**src/rtl/sync_fifo_ctrl_pkg.sv**
```systemverilog
// -----------------------------------------------------------------------------
// sync_fifo_ctrl_pkg
// Shared constants for the single-clock FIFO controller: default geometry,
// default almost-full/almost-empty thresholds and the read-mode encodings.
// -----------------------------------------------------------------------------
package sync_fifo_ctrl_pkg;

  localparam int DEF_WIDTH  = 8;
  localparam int DEF_ADDR_W = 3;
  localparam int DEF_AF_LVL = 6;
  localparam int DEF_AE_LVL = 2;

  // Read-port behaviour: SHOW_AHEAD presents the head word combinationally,
  // REGISTERED delivers the popped word one cycle after the accepted read.
  typedef enum logic {
    SHOW_AHEAD = 1'b0,
    REGISTERED = 1'b1
  } rd_mode_e;

endpackage : sync_fifo_ctrl_pkg

```
**src/rtl/sync_fifo_ctrl_if.sv**
```systemverilog
// -----------------------------------------------------------------------------
// sync_fifo_ctrl_if
// Bundles the FIFO push/pop handshake and status signals.
//   master : user side (drives wr_en/wr_data/rd_en/clr_err, observes status)
//   slave  : FIFO side (observes requests, drives data and status)
// Signals: wr_en, wr_data, rd_en, clr_err, rd_data, rd_valid, full, empty,
//          almost_full, almost_empty, count, overflow, underflow.
// -----------------------------------------------------------------------------
interface sync_fifo_ctrl_if #(
  parameter int WIDTH  = 8,
  parameter int ADDR_W = 3
);
  logic              wr_en;
  logic [WIDTH-1:0]  wr_data;
  logic              rd_en;
  logic              clr_err;
  logic [WIDTH-1:0]  rd_data;
  logic              rd_valid;
  logic              full;
  logic              empty;
  logic              almost_full;
  logic              almost_empty;
  logic [ADDR_W:0]   count;
  logic              overflow;
  logic              underflow;

  modport master (
    output wr_en, wr_data, rd_en, clr_err,
    input  rd_data, rd_valid, full, empty, almost_full, almost_empty,
           count, overflow, underflow
  );

  modport slave (
    input  wr_en, wr_data, rd_en, clr_err,
    output rd_data, rd_valid, full, empty, almost_full, almost_empty,
           count, overflow, underflow
  );
endinterface : sync_fifo_ctrl_if

```
**src/rtl/sync_fifo_ctrl_mem.sv**
```systemverilog
// -----------------------------------------------------------------------------
// fifo_mem_array
// 2**ADDR_W x WIDTH storage: synchronous write with enable, asynchronous read.
// Contents are deliberately not reset.
// Ports: clk_i, we_i, waddr_i, wdata_i, raddr_i, rdata_o.
// -----------------------------------------------------------------------------
module fifo_mem_array #(
  parameter int WIDTH  = 8,
  parameter int ADDR_W = 3
) (
  input  logic              clk_i,
  input  logic              we_i,
  input  logic [ADDR_W-1:0] waddr_i,
  input  logic [WIDTH-1:0]  wdata_i,
  input  logic [ADDR_W-1:0] raddr_i,
  output logic [WIDTH-1:0]  rdata_o
);

  logic [WIDTH-1:0] mem_q [2**ADDR_W];

  always_ff @(posedge clk_i) begin
    if (we_i) begin
      mem_q[waddr_i] <= wdata_i;
    end
  end

  assign rdata_o = mem_q[raddr_i];

endmodule : fifo_mem_array

```
**src/rtl/sync_fifo_ctrl.sv**
```systemverilog
// -----------------------------------------------------------------------------
// sync_fifo_ctrl
// Single-clock FIFO controller: pointers, occupancy, status flags, sticky
// overflow/underflow and either a show-ahead or a registered read port.
// Ports:
//   clk_i  : clock, all state changes on rising edge
//   rst_ni : asynchronous active-low reset
//   bus    : sync_fifo_ctrl_if.slave (requests in, data/status out)
// -----------------------------------------------------------------------------
module sync_fifo_ctrl
  import sync_fifo_ctrl_pkg::*;
#(
  parameter int       WIDTH   = DEF_WIDTH,
  parameter int       ADDR_W  = DEF_ADDR_W,
  parameter int       AF_LVL  = DEF_AF_LVL,
  parameter int       AE_LVL  = DEF_AE_LVL,
  parameter rd_mode_e REG_OUT = REGISTERED
) (
  input  logic             clk_i,
  input  logic             rst_ni,
  sync_fifo_ctrl_if.slave  bus
);

  localparam logic [ADDR_W:0] DEPTH_C = {1'b1, {ADDR_W{1'b0}}};
  localparam logic [ADDR_W:0] AF_C    = (ADDR_W+1)'(AF_LVL);
  localparam logic [ADDR_W:0] AE_C    = (ADDR_W+1)'(AE_LVL);
  localparam logic [ADDR_W:0] ONE_C   = (ADDR_W+1)'(1);

  logic [ADDR_W:0]  wr_ptr_q, wr_ptr_d;
  logic [ADDR_W:0]  rd_ptr_q, rd_ptr_d;
  logic [ADDR_W:0]  count_q, count_d;
  logic             overflow_q, overflow_d;
  logic             underflow_q, underflow_d;
  logic             full, empty;
  logic             wr_ok, rd_ok;
  logic [WIDTH-1:0] mem_rdata;

  // Flags come from registered count only, so no request input reaches them.
  assign full  = (count_q == DEPTH_C);
  assign empty = (count_q == '0);

  // A full FIFO refuses writes even when a read frees a slot in the same
  // cycle; likewise an empty FIFO refuses reads alongside a write.
  assign wr_ok = bus.wr_en && !full;
  assign rd_ok = bus.rd_en && !empty;

  always_comb begin
    wr_ptr_d = wr_ptr_q;
    rd_ptr_d = rd_ptr_q;
    count_d  = count_q;
    if (wr_ok) wr_ptr_d = wr_ptr_q + ONE_C;
    if (rd_ok) rd_ptr_d = rd_ptr_q + ONE_C;
    case ({wr_ok, rd_ok})
      2'b10:   count_d = count_q + ONE_C;
      2'b01:   count_d = count_q - ONE_C;
      default: count_d = count_q;
    endcase
    // New error events take priority over a clear in the same cycle.
    overflow_d  = (bus.wr_en && full)  || (overflow_q  && !bus.clr_err);
    underflow_d = (bus.rd_en && empty) || (underflow_q && !bus.clr_err);
  end

  always_ff @(posedge clk_i or negedge rst_ni) begin
    if (!rst_ni) begin
      wr_ptr_q    <= '0;
      rd_ptr_q    <= '0;
      count_q     <= '0;
      overflow_q  <= 1'b0;
      underflow_q <= 1'b0;
    end else begin
      wr_ptr_q    <= wr_ptr_d;
      rd_ptr_q    <= rd_ptr_d;
      count_q     <= count_d;
      overflow_q  <= overflow_d;
      underflow_q <= underflow_d;
    end
  end

  fifo_mem_array #(
    .WIDTH  (WIDTH),
    .ADDR_W (ADDR_W)
  ) u_mem (
    .clk_i   (clk_i),
    .we_i    (wr_ok),
    .waddr_i (wr_ptr_q[ADDR_W-1:0]),
    .wdata_i (bus.wr_data),
    .raddr_i (rd_ptr_q[ADDR_W-1:0]),
    .rdata_o (mem_rdata)
  );

  generate
    if (REG_OUT == REGISTERED) begin : g_reg
      logic [WIDTH-1:0] rd_data_q, rd_data_d;
      logic             rd_valid_q;

      // Output word holds its last value between accepted reads.
      always_comb rd_data_d = rd_ok ? mem_rdata : rd_data_q;

      always_ff @(posedge clk_i or negedge rst_ni) begin
        if (!rst_ni) begin
          rd_data_q  <= '0;
          rd_valid_q <= 1'b0;
        end else begin
          rd_data_q  <= rd_data_d;
          rd_valid_q <= rd_ok;
        end
      end

      assign bus.rd_data  = rd_data_q;
      assign bus.rd_valid = rd_valid_q;
    end else begin : g_show
      // Head of queue is always on display; rd_en acknowledges it.
      assign bus.rd_data  = mem_rdata;
      assign bus.rd_valid = !empty;
    end
  endgenerate

  assign bus.full         = full;
  assign bus.empty        = empty;
  assign bus.almost_full  = (count_q >= AF_C);
  assign bus.almost_empty = (count_q <= AE_C);
  assign bus.count        = count_q;
  assign bus.overflow     = overflow_q;
  assign bus.underflow    = underflow_q;

endmodule : sync_fifo_ctrl

```
**src/flat_wrapper.sv**
```systemverilog
// flat-port wrapper written by rule: the top's interface ports become plain ports
module sync_fifo_ctrl_flat import sync_fifo_ctrl_pkg::*;
#(
  parameter int       WIDTH   = DEF_WIDTH,
  parameter int       ADDR_W  = DEF_ADDR_W,
  parameter int       AF_LVL  = DEF_AF_LVL,
  parameter int       AE_LVL  = DEF_AE_LVL,
  parameter rd_mode_e REG_OUT = REGISTERED
)
  (clk_i, rst_ni, bus_wr_en, bus_wr_data, bus_rd_en, bus_clr_err, bus_rd_data, bus_rd_valid, bus_full, bus_empty, bus_almost_full, bus_almost_empty, bus_count, bus_overflow, bus_underflow);
  sync_fifo_ctrl_if #(.WIDTH(WIDTH), .ADDR_W(ADDR_W)) bus_i ();
  input  logic clk_i;
  input  logic rst_ni;
  input wire logic [$bits(bus_i.wr_en)-1:0] bus_wr_en;
  input wire logic [$bits(bus_i.wr_data)-1:0] bus_wr_data;
  input wire logic [$bits(bus_i.rd_en)-1:0] bus_rd_en;
  input wire logic [$bits(bus_i.clr_err)-1:0] bus_clr_err;
  output wire logic [$bits(bus_i.rd_data)-1:0] bus_rd_data;
  output wire logic [$bits(bus_i.rd_valid)-1:0] bus_rd_valid;
  output wire logic [$bits(bus_i.full)-1:0] bus_full;
  output wire logic [$bits(bus_i.empty)-1:0] bus_empty;
  output wire logic [$bits(bus_i.almost_full)-1:0] bus_almost_full;
  output wire logic [$bits(bus_i.almost_empty)-1:0] bus_almost_empty;
  output wire logic [$bits(bus_i.count)-1:0] bus_count;
  output wire logic [$bits(bus_i.overflow)-1:0] bus_overflow;
  output wire logic [$bits(bus_i.underflow)-1:0] bus_underflow;
  assign bus_i.wr_en = bus_wr_en;
  assign bus_i.wr_data = bus_wr_data;
  assign bus_i.rd_en = bus_rd_en;
  assign bus_i.clr_err = bus_clr_err;
  assign bus_rd_data = bus_i.rd_data;
  assign bus_rd_valid = bus_i.rd_valid;
  assign bus_full = bus_i.full;
  assign bus_empty = bus_i.empty;
  assign bus_almost_full = bus_i.almost_full;
  assign bus_almost_empty = bus_i.almost_empty;
  assign bus_count = bus_i.count;
  assign bus_overflow = bus_i.overflow;
  assign bus_underflow = bus_i.underflow;
  sync_fifo_ctrl #(.WIDTH(WIDTH), .ADDR_W(ADDR_W), .AF_LVL(AF_LVL), .AE_LVL(AE_LVL), .REG_OUT(REG_OUT)) u_core (.clk_i(clk_i), .rst_ni(rst_ni), .bus(bus_i));
endmodule
```
**config.mk**
```make
export PLATFORM = sky130hd
export DESIGN_NAME = sync_fifo_ctrl_flat
export DESIGN_NICKNAME = d
export VERILOG_FILES = /design/src/rtl/sync_fifo_ctrl_pkg.sv /design/src/rtl/sync_fifo_ctrl_if.sv /design/src/rtl/sync_fifo_ctrl_mem.sv /design/src/rtl/sync_fifo_ctrl.sv /design/src/flat_wrapper.sv
export SDC_FILE = /design/constraint.sdc
export NUM_CORES = 1
export LEC_CHECK = 0
export CAP_MARGIN = 20
export CORE_UTILIZATION = 65
export CTS_BUF_LIST = sky130_fd_sc_hd__clkbuf_8
export CTS_CLUSTER_DIAMETER = 100
export CTS_CLUSTER_SIZE = 8
export DETAILED_ROUTE_END_ITERATION = 7
export DONT_BUFFER_PORTS = 1
export PLACE_DENSITY = 0.81
export REMOVE_ABC_BUFFERS = 1
export SETUP_SLACK_MARGIN = 0.2
export SYNTH_ARGS = -nofsm -noshare
export SYNTH_HDL_FRONTEND = slang
export SYNTH_SLANG_ARGS = --single-unit
export TNS_END_PERCENT = 30
```
**constraint.sdc**
```tcl
create_clock -name clk_i -period 2.55 [get_ports clk_i]
set_clock_uncertainty 0.05 [all_clocks]
set_input_delay 0.1275 -clock clk_i [delete_from_list [all_inputs] [get_ports clk_i]]
set_output_delay 0.1275 -clock clk_i [all_outputs]
set_load 0.02 [all_outputs]
```
==> impl_metrics.ini, run 1 <==
[grt]
grt_antenna_before_repair = 0
grt_pass1_wl_um = 10100
grt_max_degree = 35
grt_overflow = 0
grt_use_total_pct = 26.0
grt_pass1_vias = 2022

[critical_path]
rr_worst_depth = 6
critPathKind = reg2reg
r2r_slack_ns = 0.19
worst_setup_path_end_kind = flip-flop
arrival_ns = 2.27
critical_path.max_stage_delay_ns = 0.65
r2r-start = u_core.bus.count[3]$_DFFE_PN0P_
critPathMaxFanout = 8
start_kind = flip-flop
crit_top_cell = buf_4
path_cells = nor4b_2 > nor2b_1 > buf_4 > buf_4 > nand2b_1 > nor2_1
required_ns = 2.47
reg2reg_to = u_core.u_mem.mem_q[6][1]$_DFFE_PP_
crit_path_top_delay_cell = nor2_1

[drt]
dr.pass1.iters = 4
drt_iter0_drc = 128
vias_per_cell = 5.99
ant_nets = 0
wl_per_cell_um = 20.7
route.detailed.drc = 0
route.vias.total = 1960
drt-total-wl_um = 6760

[sta]
setup_violations = 0
maxSlewViolCount = 0
max_slew_margin_pct = 45.6
fin_setup_tns_ns = 0
period_minus_slack_ns = 2.36
hold_viol_final = 0
worstMarginPinSlew_ns = 0.813
rsz0062_at_grt = yes
post-route-period-util_pct = 92.4
timing.fmax_mhz = 425

[cts]
cts.sinks = 85
htreeDepth = 3
cts.clk_slew.worst_paths_ns = 0.08
root_buffer = clkbuf_8
clock_path_buffers = 2
insertion_delay_ns = 0.34
cts_buffers = 9
cts_tree = done

[floorplanning]
dieArea_um2 = 5750
ios = 32
die_h_um = 75.8
die_x_um = 75.8
core_area_um2 = 5170
initial_core_util_pct = 68.5
placementRows = 26

[yosys]
synthTopCellsByArea = edfxtp_1, dfrtp_1, mux2_2
syn_area_per_cell_um2 = 15.9
yosys.area.top_type = edfxtp_1
synth_cells = 223
synth_top_area_share_pct = 54.2
yosysUniqueCellTypes = 35
seq_area_frac_synth_pct = 69.1
ys_warn_count = 0
synth_area_um2 = 3540
ys_ff_latch = 85

[layout]
layout-drive-gt1-share_pct = 24.1
fillCellCount = 306
nets = 270
final_cells = 327
area_growth_pct = 12.7
diodes = 0

[power]
max-vdd-ir-drop_mv = 0.680
power_density_nw_per_um2 = 1160
p_leak_nw = 1.49

[placement]
dpl.cell_count = 296
numPortBuffers = 0
place_congestion = 0.803
dp_hpwl_um = 4290

[status]
status = finished, final reports clean

[worst_hold_path]
hp-class = in2async

[flow_run]
drv_cap = 0
## metrics by stage
| stage | total power [mW] | utilization, % | hold slack [ns] | setup slack, ns | instance area (µm²) |
|---|---|---|---|---|---|
| 2_1_floorplan | 3.17 | - | -0.218 | -0.537 | 3430 |
| 3_3_place_gp | 3.48 | 70.0 | -0.218 | 0.273 | 3620 |
| 3_5_place_dp | 3.57 | 70.0 | -0.218 | 0.0875 | 3620 |
| 4_1_cts | 4.64 | 77.0 | 0.156 | 0.194 | 3980 |
| 5_1_grt | 4.86 | 77.2 | 0.140 | 0.0532 | 3990 |
| 6_report | 4.63 | 77.2 | 0.131 | 0.195 | 3990 |
## Yosys cell counts
cell and n:
dfrtp_1 21, inv_1 3, nor4b_2 1, buf_4 1, buf_12 2, a211o_1 1
buf_1 1, a21oi_1 2, inv_2 1, a21o_1 1, ha_1 5, nand2_2 1
nor2_1 8, xor2_1 4, nand2b_1 6, nor2b_1 2, o21ai_0 2, mux2i_1 16
buf_8 1, a31oi_1 1, nand3b_1 1, o21ai_2 8, buf_6 3, nor3_1 2
nand2_1 22, buf_2 1, nor4_4 1, mux2_2 17, a211oi_1 1, o22ai_1 8
xnor2_1 4, clkbuf_1 1, edfxtp_1 64, nor3b_1 2, a221o_1 8
## how the worst max path moves through the flow
stage	startpoint	endpoint
2_1_floorplan	u_core.bus.count[1]$_DFFE_PN0P_	u_core.bus.count[2]$_DFFE_PN0P_
3_3_place_gp	u_core.bus.count[3]$_DFFE_PN0P_	u_core.bus.count[2]$_DFFE_PN0P_
3_5_place_dp	u_core.bus.count[3]$_DFFE_PN0P_	u_core.bus.count[2]$_DFFE_PN0P_
4_1_cts	u_core.bus.count[3]$_DFFE_PN0P_	u_core.u_mem.mem_q[6][1]$_DFFE_PP_
5_1_grt	u_core.bus.count[3]$_DFFE_PN0P_	u_core.u_mem.mem_q[6][1]$_DFFE_PP_
6_report	u_core.bus.count[3]$_DFFE_PN0P_	u_core.u_mem.mem_q[6][1]$_DFFE_PP_
## state kept, by name (all words and copies together), names as in the netlist
register              cells
u_core.bus.rd_valid       1
u_core.rd_ptr_q           3
u_core.wr_ptr_q           3
u_core.bus.underflow      1
u_core.bus.rd_data        8
u_core.bus.overflow       1
u_core.u_mem.mem_q       64
u_core.bus.count          4
## power by group
part	leakage, nW	internal [mW]	switching (mW)
sequential	0.834	1.81	0.308
clock	0.117	0.570	0.450
combinational	0.541	0.645	0.847
total	1.49	3.02	1.61
## cell usage in the layout, fill, tap and decap left out, drive strengths merged, types with 3 or more instances in the layout
cell	n
buf	15
dlygate4sd3	13
clkinv	3
edfxtp	64
o22ai	8
mux2i	16
nand2	23
o21ai	10
inv	5
dfrtp	21
nand2b	6
xor2	4
mux2	17
ha	5
clkbuf	10
nor2	8
a221o	8
xnor2	4
## routing by layer
metal	GRT usage, %	vias up	routed length [µm]
met5	0	-	0
met4	10.1	0	37
met3	7.54	4	560
met2	42.9	89	3580
met1	32.8	973	2580
li1	-	894	-
## cell type report
| type | count | area (µm²) | area share [%] |
|---|---|---|---|
| clock inverters | 6 | 78.8 | 1.97 |
| multi-input cells | 124 | 978 | 24.5 |
| repair buffers | 28 | 246 | 6.17 |
| flip-flops and latches | 85 | 2450 | 61.3 |
| well taps | 70 | 87.6 | 2.19 |
| inverters | 4 | 15.0 | 0.376 |
| clock buffers | 10 | 138 | 3.45 |
## critical path: cells and delay by family, from the launching register on
kind / cells / cell delay (ns)
flip-flops: 1 / 0.50
buffers and inverters: 2 / 0.25
AND/OR/NAND/NOR: 4 / 1.18
## repair_timing
| action | in CTS | in global routing |
|---|---|---|
| endpoints found under the hold margin | 88 | 0 |
| setup buffers | 1 | 0 |
| hold buffers | 13 | 0 |
| endpoints found under the setup margin | 1 | 26 |
| gates resized for setup | 3 | 0 |
## logic make-up (layout without fill, tap and decap cells)
group,Yosys count,in the layout,share of synthesized area [%]
AOI/OAI and AO/OA,32,32,7.06
muxes,33,33,9.92
DFF,85,85,69.1
buffers and inverters,14,48,3.50
xor gates and xnor gates,8,8,1.98
adders and majority gates,5,5,1.77
and+or+nand+nor,46,46,6.71
No activity file was read; power rests on OpenSTA's default activity.
==> run 2: changes to the inputs <==
CORE_MARGIN = 10   (was default)
==> run 2 against run 1 <==
Register-to-register slack gained 0.14 ns. Wire length up 1.0%. Total power up 1.9%. First-iteration DRC count is 9.4% higher. Combinational power increased by 7%. Critical path depth is 4 higher. Design area up 2.8%. Sequential share of layout area fell by 1.7 points. Non-clock buffer count grew 11. Sequential power about the same. Critical path type unchanged. Largest cell class unchanged.
==> impl_metrics.ini, run 2 (synthesis results as in run 1) <==
[critical_path]
worst_setup_path_end_kind = flip-flop
reg2reg_to = u_core.bus.count[2]$_DFFE_PN0P_
critPathMaxFanout = 5
required_ns = 2.73
critPathKind = reg2reg
r2r_slack_ns = 0.33
start_kind = flip-flop
arrival_ns = 2.40
r2r-start = u_core.bus.count[1]$_DFFE_PN0P_
rr_worst_depth = 10

[cts]
root_buffer = clkbuf_8
cts.clk_slew.worst_paths_ns = 0.08
cts_tree = done
insertion_delay_ns = 0.34
htreeDepth = 3
clock_path_buffers = 2
cts_buffers = 9
cts.sinks = 85

[sta]
period_minus_slack_ns = 2.22
max_slew_margin_pct = 44.2
maxSlewViolCount = 0
hold_viol_final = 0
setup_ws_ns = 0.332
rsz0062_at_grt = no
setup_violations = 0
timing.fmax_mhz = 451
fin_setup_tns_ns = 0
post-route-period-util_pct = 87.0
worstMarginPinSlew_ns = 0.835

[layout]
diodes = 0
regMostFlops = u_core.u_mem.mem_q
nets = 281
area_growth_pct = 15.9
layout-drive-gt1-share_pct = 28.0
layout_common_cells = edfxtp_1, buf_4, nand2_1
layout_commonest_cell = edfxtp_1
largest_reg_flops = 64

[drt]
drt-total-wl_um = 6830
route.detailed.drc = 0
wl_per_cell_um = 20.2
drt_iter0_drc = 140
route.vias.total = 1991
vias_per_cell = 5.89
dr.pass1.iters = 4
ant_nets = 0

[power]
clkPwrFrac_pct = 21.4
seqPwrFrac_pct = 45.0
switching_share_pct = 34.8
power_frac_comb_pct = 33.7
max-vdd-ir-drop_mv = 0.719
p_switching_mw = 1.64
internal_power_mw = 3.08
p_leak_nw = 1.55
power_density_nw_per_um2 = 1150

[placement]
place_ws_ns = 0.165
numPortBuffers = 0
place_congestion = 0.783
dp_hpwl_um = 4490

[grt]
grt_use_total_pct = 16.6
grt_pass1_vias = 2087
grt_overflow = 0
grt_max_degree = 35
grt_antenna_before_repair = 0
grt_pass1_wl_um = 11100

[floorplanning]
placementRows = 26
core_area_um2 = 5200
initial_core_util_pct = 68.1
die_h_um = 93.8
die_x_um = 93.8
dieArea_um2 = 8810
ios = 32

[worst_hold_path]
hp-class = in2async

[status]
status = finished, final reports clean

[flow_run]
drv_cap = 0
-- run 2: cell type report --
| cell class | instances | area, µm² |
|---|---|---|
| flip-flops and latches | 85 | 2450 |
| fillers | 294 | 1100 |
| multi-input cells | 124 | 993 |
| repair buffers | 39 | 345 |
| clock buffers | 9 | 124 |
| clock inverters | 7 | 90.1 |
| well taps | 70 | 87.6 |
| inverters | 4 | 15.0 |
-- run 2: how the worst max path moves through the flow --
stage,from,end,slack (ns)
after floorplan,u_core.bus.count[1]$_DFFE_PN0P_,u_core.bus.count[2]$_DFFE_PN0P_,-0.54
after detailed placement,u_core.bus.count[2]$_DFFE_PN0P_,u_core.bus.count[2]$_DFFE_PN0P_,0.16
after global placement,u_core.bus.count[2]$_DFFE_PN0P_,u_core.bus.count[2]$_DFFE_PN0P_,0.37
after global routing,u_core.bus.count[2]$_DFFE_PN0P_,u_core.bus.count[2]$_DFFE_PN0P_,0.21
final,u_core.bus.count[1]$_DFFE_PN0P_,u_core.bus.count[2]$_DFFE_PN0P_,0.33
after CTS,u_core.bus.count[1]$_DFFE_PN0P_,u_core.bus.count[2]$_DFFE_PN0P_,0.23
-- run 2: worst max-delay path: stages (launching register included) --
cell,delay [ns]
dfrtp_1,0.46
nor4_4,0.31
nand2b_1,0.17
inv_2,0.08
ha_4,0.19
xor2_1,0.14
ha_1,0.18
a21oi_1,0.16
xor2_1,0.16
nor2_1,0.07
xor2_1,0.14
-- run 2: repair_timing --
action	CTS	global route
endpoints found under the setup margin	1	1
setup buffers	0	3
gates resized for setup	2	4
endpoints found under the hold margin	88	0
gates cloned	0	0
hold buffers	13	0
pin swaps	0	1
-- run 2: power groups by stage --
stage | Sequential [mW] | Clock, mW | Combinational, mW
2_1_floorplan | 2.24 | 0 | 0.932
3_3_place_gp | 2.12 | 0 | 1.43
5_1_grt | 2.16 | 1.08 | 1.74
3_5_place_dp | 2.15 | 0 | 1.48
4_1_cts | 2.14 | 1.03 | 1.53
6_report | 2.12 | 1.01 | 1.59
-- run 2: layer usage --
metal / vias to the layer above / global-route usage, % / wire length [µm]
met4: 0 / 7.85 / 151
li1: 918 / - / -
met3: 15 / 4.16 / 441
met2: 65 / 27.4 / 3440
met1: 993 / 19.9 / 2790
met5: - / 0 / 0
-- run 2: stage by stage --
stage | power [mW] | util, % | instance area, µm² | hold slack (ns) | cells
global placement | 3.55 | 70.8 | 3690 | -0.217 | 305
floorplan | 3.17 | - | 3430 | -0.218 | 213
finish | 4.72 | 78.9 | 4110 | 0.0972 | 338
detailed placement | 3.63 | 70.8 | 3690 | -0.217 | 305
global route | 4.98 | 78.9 | 4110 | 0.103 | 338
CTS | 4.70 | 77.6 | 4040 | 0.116 | 334
==> run 3: changes to the inputs <==
RECOVER_POWER = 50   (was default)
==> run 3 against run 2 <==
Sequential power is essentially flat. Critical path depth is the same. Sequential share of layout area grew 0.35 points. Clock-buffer cell count is the same. Worst hold slack lost 0.051 ns. Setup slack lost 0.0073 ns. Total power is essentially flat. Critical path type unchanged.
==> impl_metrics.ini, run 3 (synthesis results as in run 1) <==
[status]
status = finished, final reports clean

[layout]
layout_commonest_cell = edfxtp_1
area_growth_pct = 15.2
regMostFlops = u_core.u_mem.mem_q
final_util_pct = 78.4
diodes = 0
layout_common_cells = edfxtp_1, buf_4, nand2_1
layout-drive-gt1-share_pct = 27.6
largest_reg_flops = 64
fillCellCount = 297
nets = 281

[sta]
post-route-period-util_pct = 87.3
rsz0062_at_grt = no
worstMarginPinSlew_ns = 0.896
setup_ws_ns = 0.325
fin_setup_tns_ns = 0
max_slew_margin_pct = 40.2
maxSlewViolCount = 0
period_minus_slack_ns = 2.22
worst_hold_slack_ns = 0.0465
hold_viol_final = 0
timing.fmax_mhz = 449
setup_violations = 0

[critical_path]
path_cells = nor4_4 > nand2b_1 > inv_2 > ha_4 > xor2_1 > ha_1 > a21oi_1 > xor2_1 > nor2_1 > xor2_1
reg2reg_to = u_core.bus.count[2]$_DFFE_PN0P_
r2r-start = u_core.bus.count[1]$_DFFE_PN0P_
r2r_slack_ns = 0.33
arrival_ns = 2.41
critPathMaxFanout = 5
critical_path.max_stage_delay_ns = 0.46
worst_setup_path_end_kind = flip-flop
start_kind = flip-flop
crit_family = simple AND/OR/NAND/NOR gates
required_ns = 2.73
crit_buf_inv = 1
critPathKind = reg2reg
crit_path_top_delay_cell = dfrtp_1
crit_top_cell = xor2_1
rr_worst_depth = 10

[grt]
grt_pass1_wl_um = 11100
grt_use_total_pct = 16.6
grt_max_degree = 35
grt_antenna_before_repair = 0
grt-busiest-layer = met2
use_met3_pct = 4.16
grt_pass1_vias = 2087
grt_use_met1_pct = 19.9
use_met2_pct = 27.4
grt_overflow = 0

[power]
power_frac_comb_pct = 33.7
max-vdd-ir-drop_mv = 0.717
p_switching_mw = 1.64
switching_share_pct = 34.8
power.total_mw = 4.71
clkPwrFrac_pct = 21.3
p_leak_nw = 1.54
seqPwrFrac_pct = 45.0
power_density_nw_per_um2 = 1150
internal_power_mw = 3.07

[floorplanning]
die_x_um = 93.8
initial_core_util_pct = 68.1
core_area_um2 = 5200
die_h_um = 93.8
dieArea_um2 = 8810
ios = 32
placementRows = 26

[cts]
cts.clk_slew.worst_paths_ns = 0.08
cts.sinks = 85
cts_buffers = 9
root_buffer = clkbuf_8
cts_tree = done
clock_path_buffers = 2
insertion_delay_ns = 0.34
htreeDepth = 3

[drt]
route.detailed.drc = 0
vias_per_cell = 5.90
wl_per_cell_um = 20.3
ant_nets = 0
dr.pass1.iters = 4
drt-total-wl_um = 6860
route.vias.total = 1993
drt_iter0_drc = 144

[placement]
numPortBuffers = 0
dp_hpwl_um = 4490
place_congestion = 0.783
place_ws_ns = 0.165

[flow_run]
drv_cap = 0

[worst_hold_path]
hp-class = in2async
-- run 3: changes by cell type in the layout (fill, tap and decap cells not counted) --
cell and change:
buf_16 -1, clkbuf_1 +1
-- run 3: per-stage QoR --
stage               cell area, µm²  instances
finish                        4080        338
global route                  4080        338
CTS                           4040        334
detailed placement            3690        305
global placement              3690        305
floorplan                     3430        213
-- run 3: worst max path at each step --
stage,start,end,slack (ns),cells after the start
after detailed placement,u_core.bus.count[2]$_DFFE_PN0P_,u_core.bus.count[2]$_DFFE_PN0P_,0.16,10
final,u_core.bus.count[1]$_DFFE_PN0P_,u_core.bus.count[2]$_DFFE_PN0P_,0.33,10
after global placement,u_core.bus.count[2]$_DFFE_PN0P_,u_core.bus.count[2]$_DFFE_PN0P_,0.37,10
after floorplan,u_core.bus.count[1]$_DFFE_PN0P_,u_core.bus.count[2]$_DFFE_PN0P_,-0.54,10
after global routing,u_core.bus.count[2]$_DFFE_PN0P_,u_core.bus.count[2]$_DFFE_PN0P_,0.21,11
after CTS,u_core.bus.count[1]$_DFFE_PN0P_,u_core.bus.count[2]$_DFFE_PN0P_,0.23,10
-- run 3: layout make-up --
type                       count  area (µm²)  share of cell area, %
multi-input combinational    124         993                   24.3
tap                           70        87.6                   2.15
sequential                    85        2450                   60.0
clock inverter                 7        90.1                   2.21
inverter                       4        15.0                  0.368
clock buffer                   9         124                   3.03
timing repair buffer          39         322                   7.88
-- run 3: what timing repair did --
action                     4_1_cts  5_1_grt
cloned                           0        0
setup endpoints to repair        1        1
hold buffers                    13        0
buffers inserted                 0        3
pin swaps                        0        1
gates resized for setup          2        4
hold endpoints to repair        88        0
-- run 3: power groups by stage --
| stage | Clock (mW) | Combinational (mW) | Sequential (mW) |
|---|---|---|---|
| floorplan | 0 | 0.932 | 2.24 |
| global placement | 0 | 1.43 | 2.12 |
| detailed placement | 0 | 1.48 | 2.15 |
| CTS | 1.03 | 1.53 | 2.14 |
| global route | 1.08 | 1.73 | 2.16 |
| finish | 1.00 | 1.59 | 2.12 |
-- run 3: metal layers --
| layer | wire length [µm] | share of wire (%) | up-vias |
|---|---|---|---|
| li1 | - | - | 919 |
| met1 | 2700 | 39 | 981 |
| met2 | 3440 | 50 | 78 |
| met3 | 574 | 8.4 | 15 |
| met4 | 147 | 2.1 | 0 |
| met5 | 0 | 0 | - |
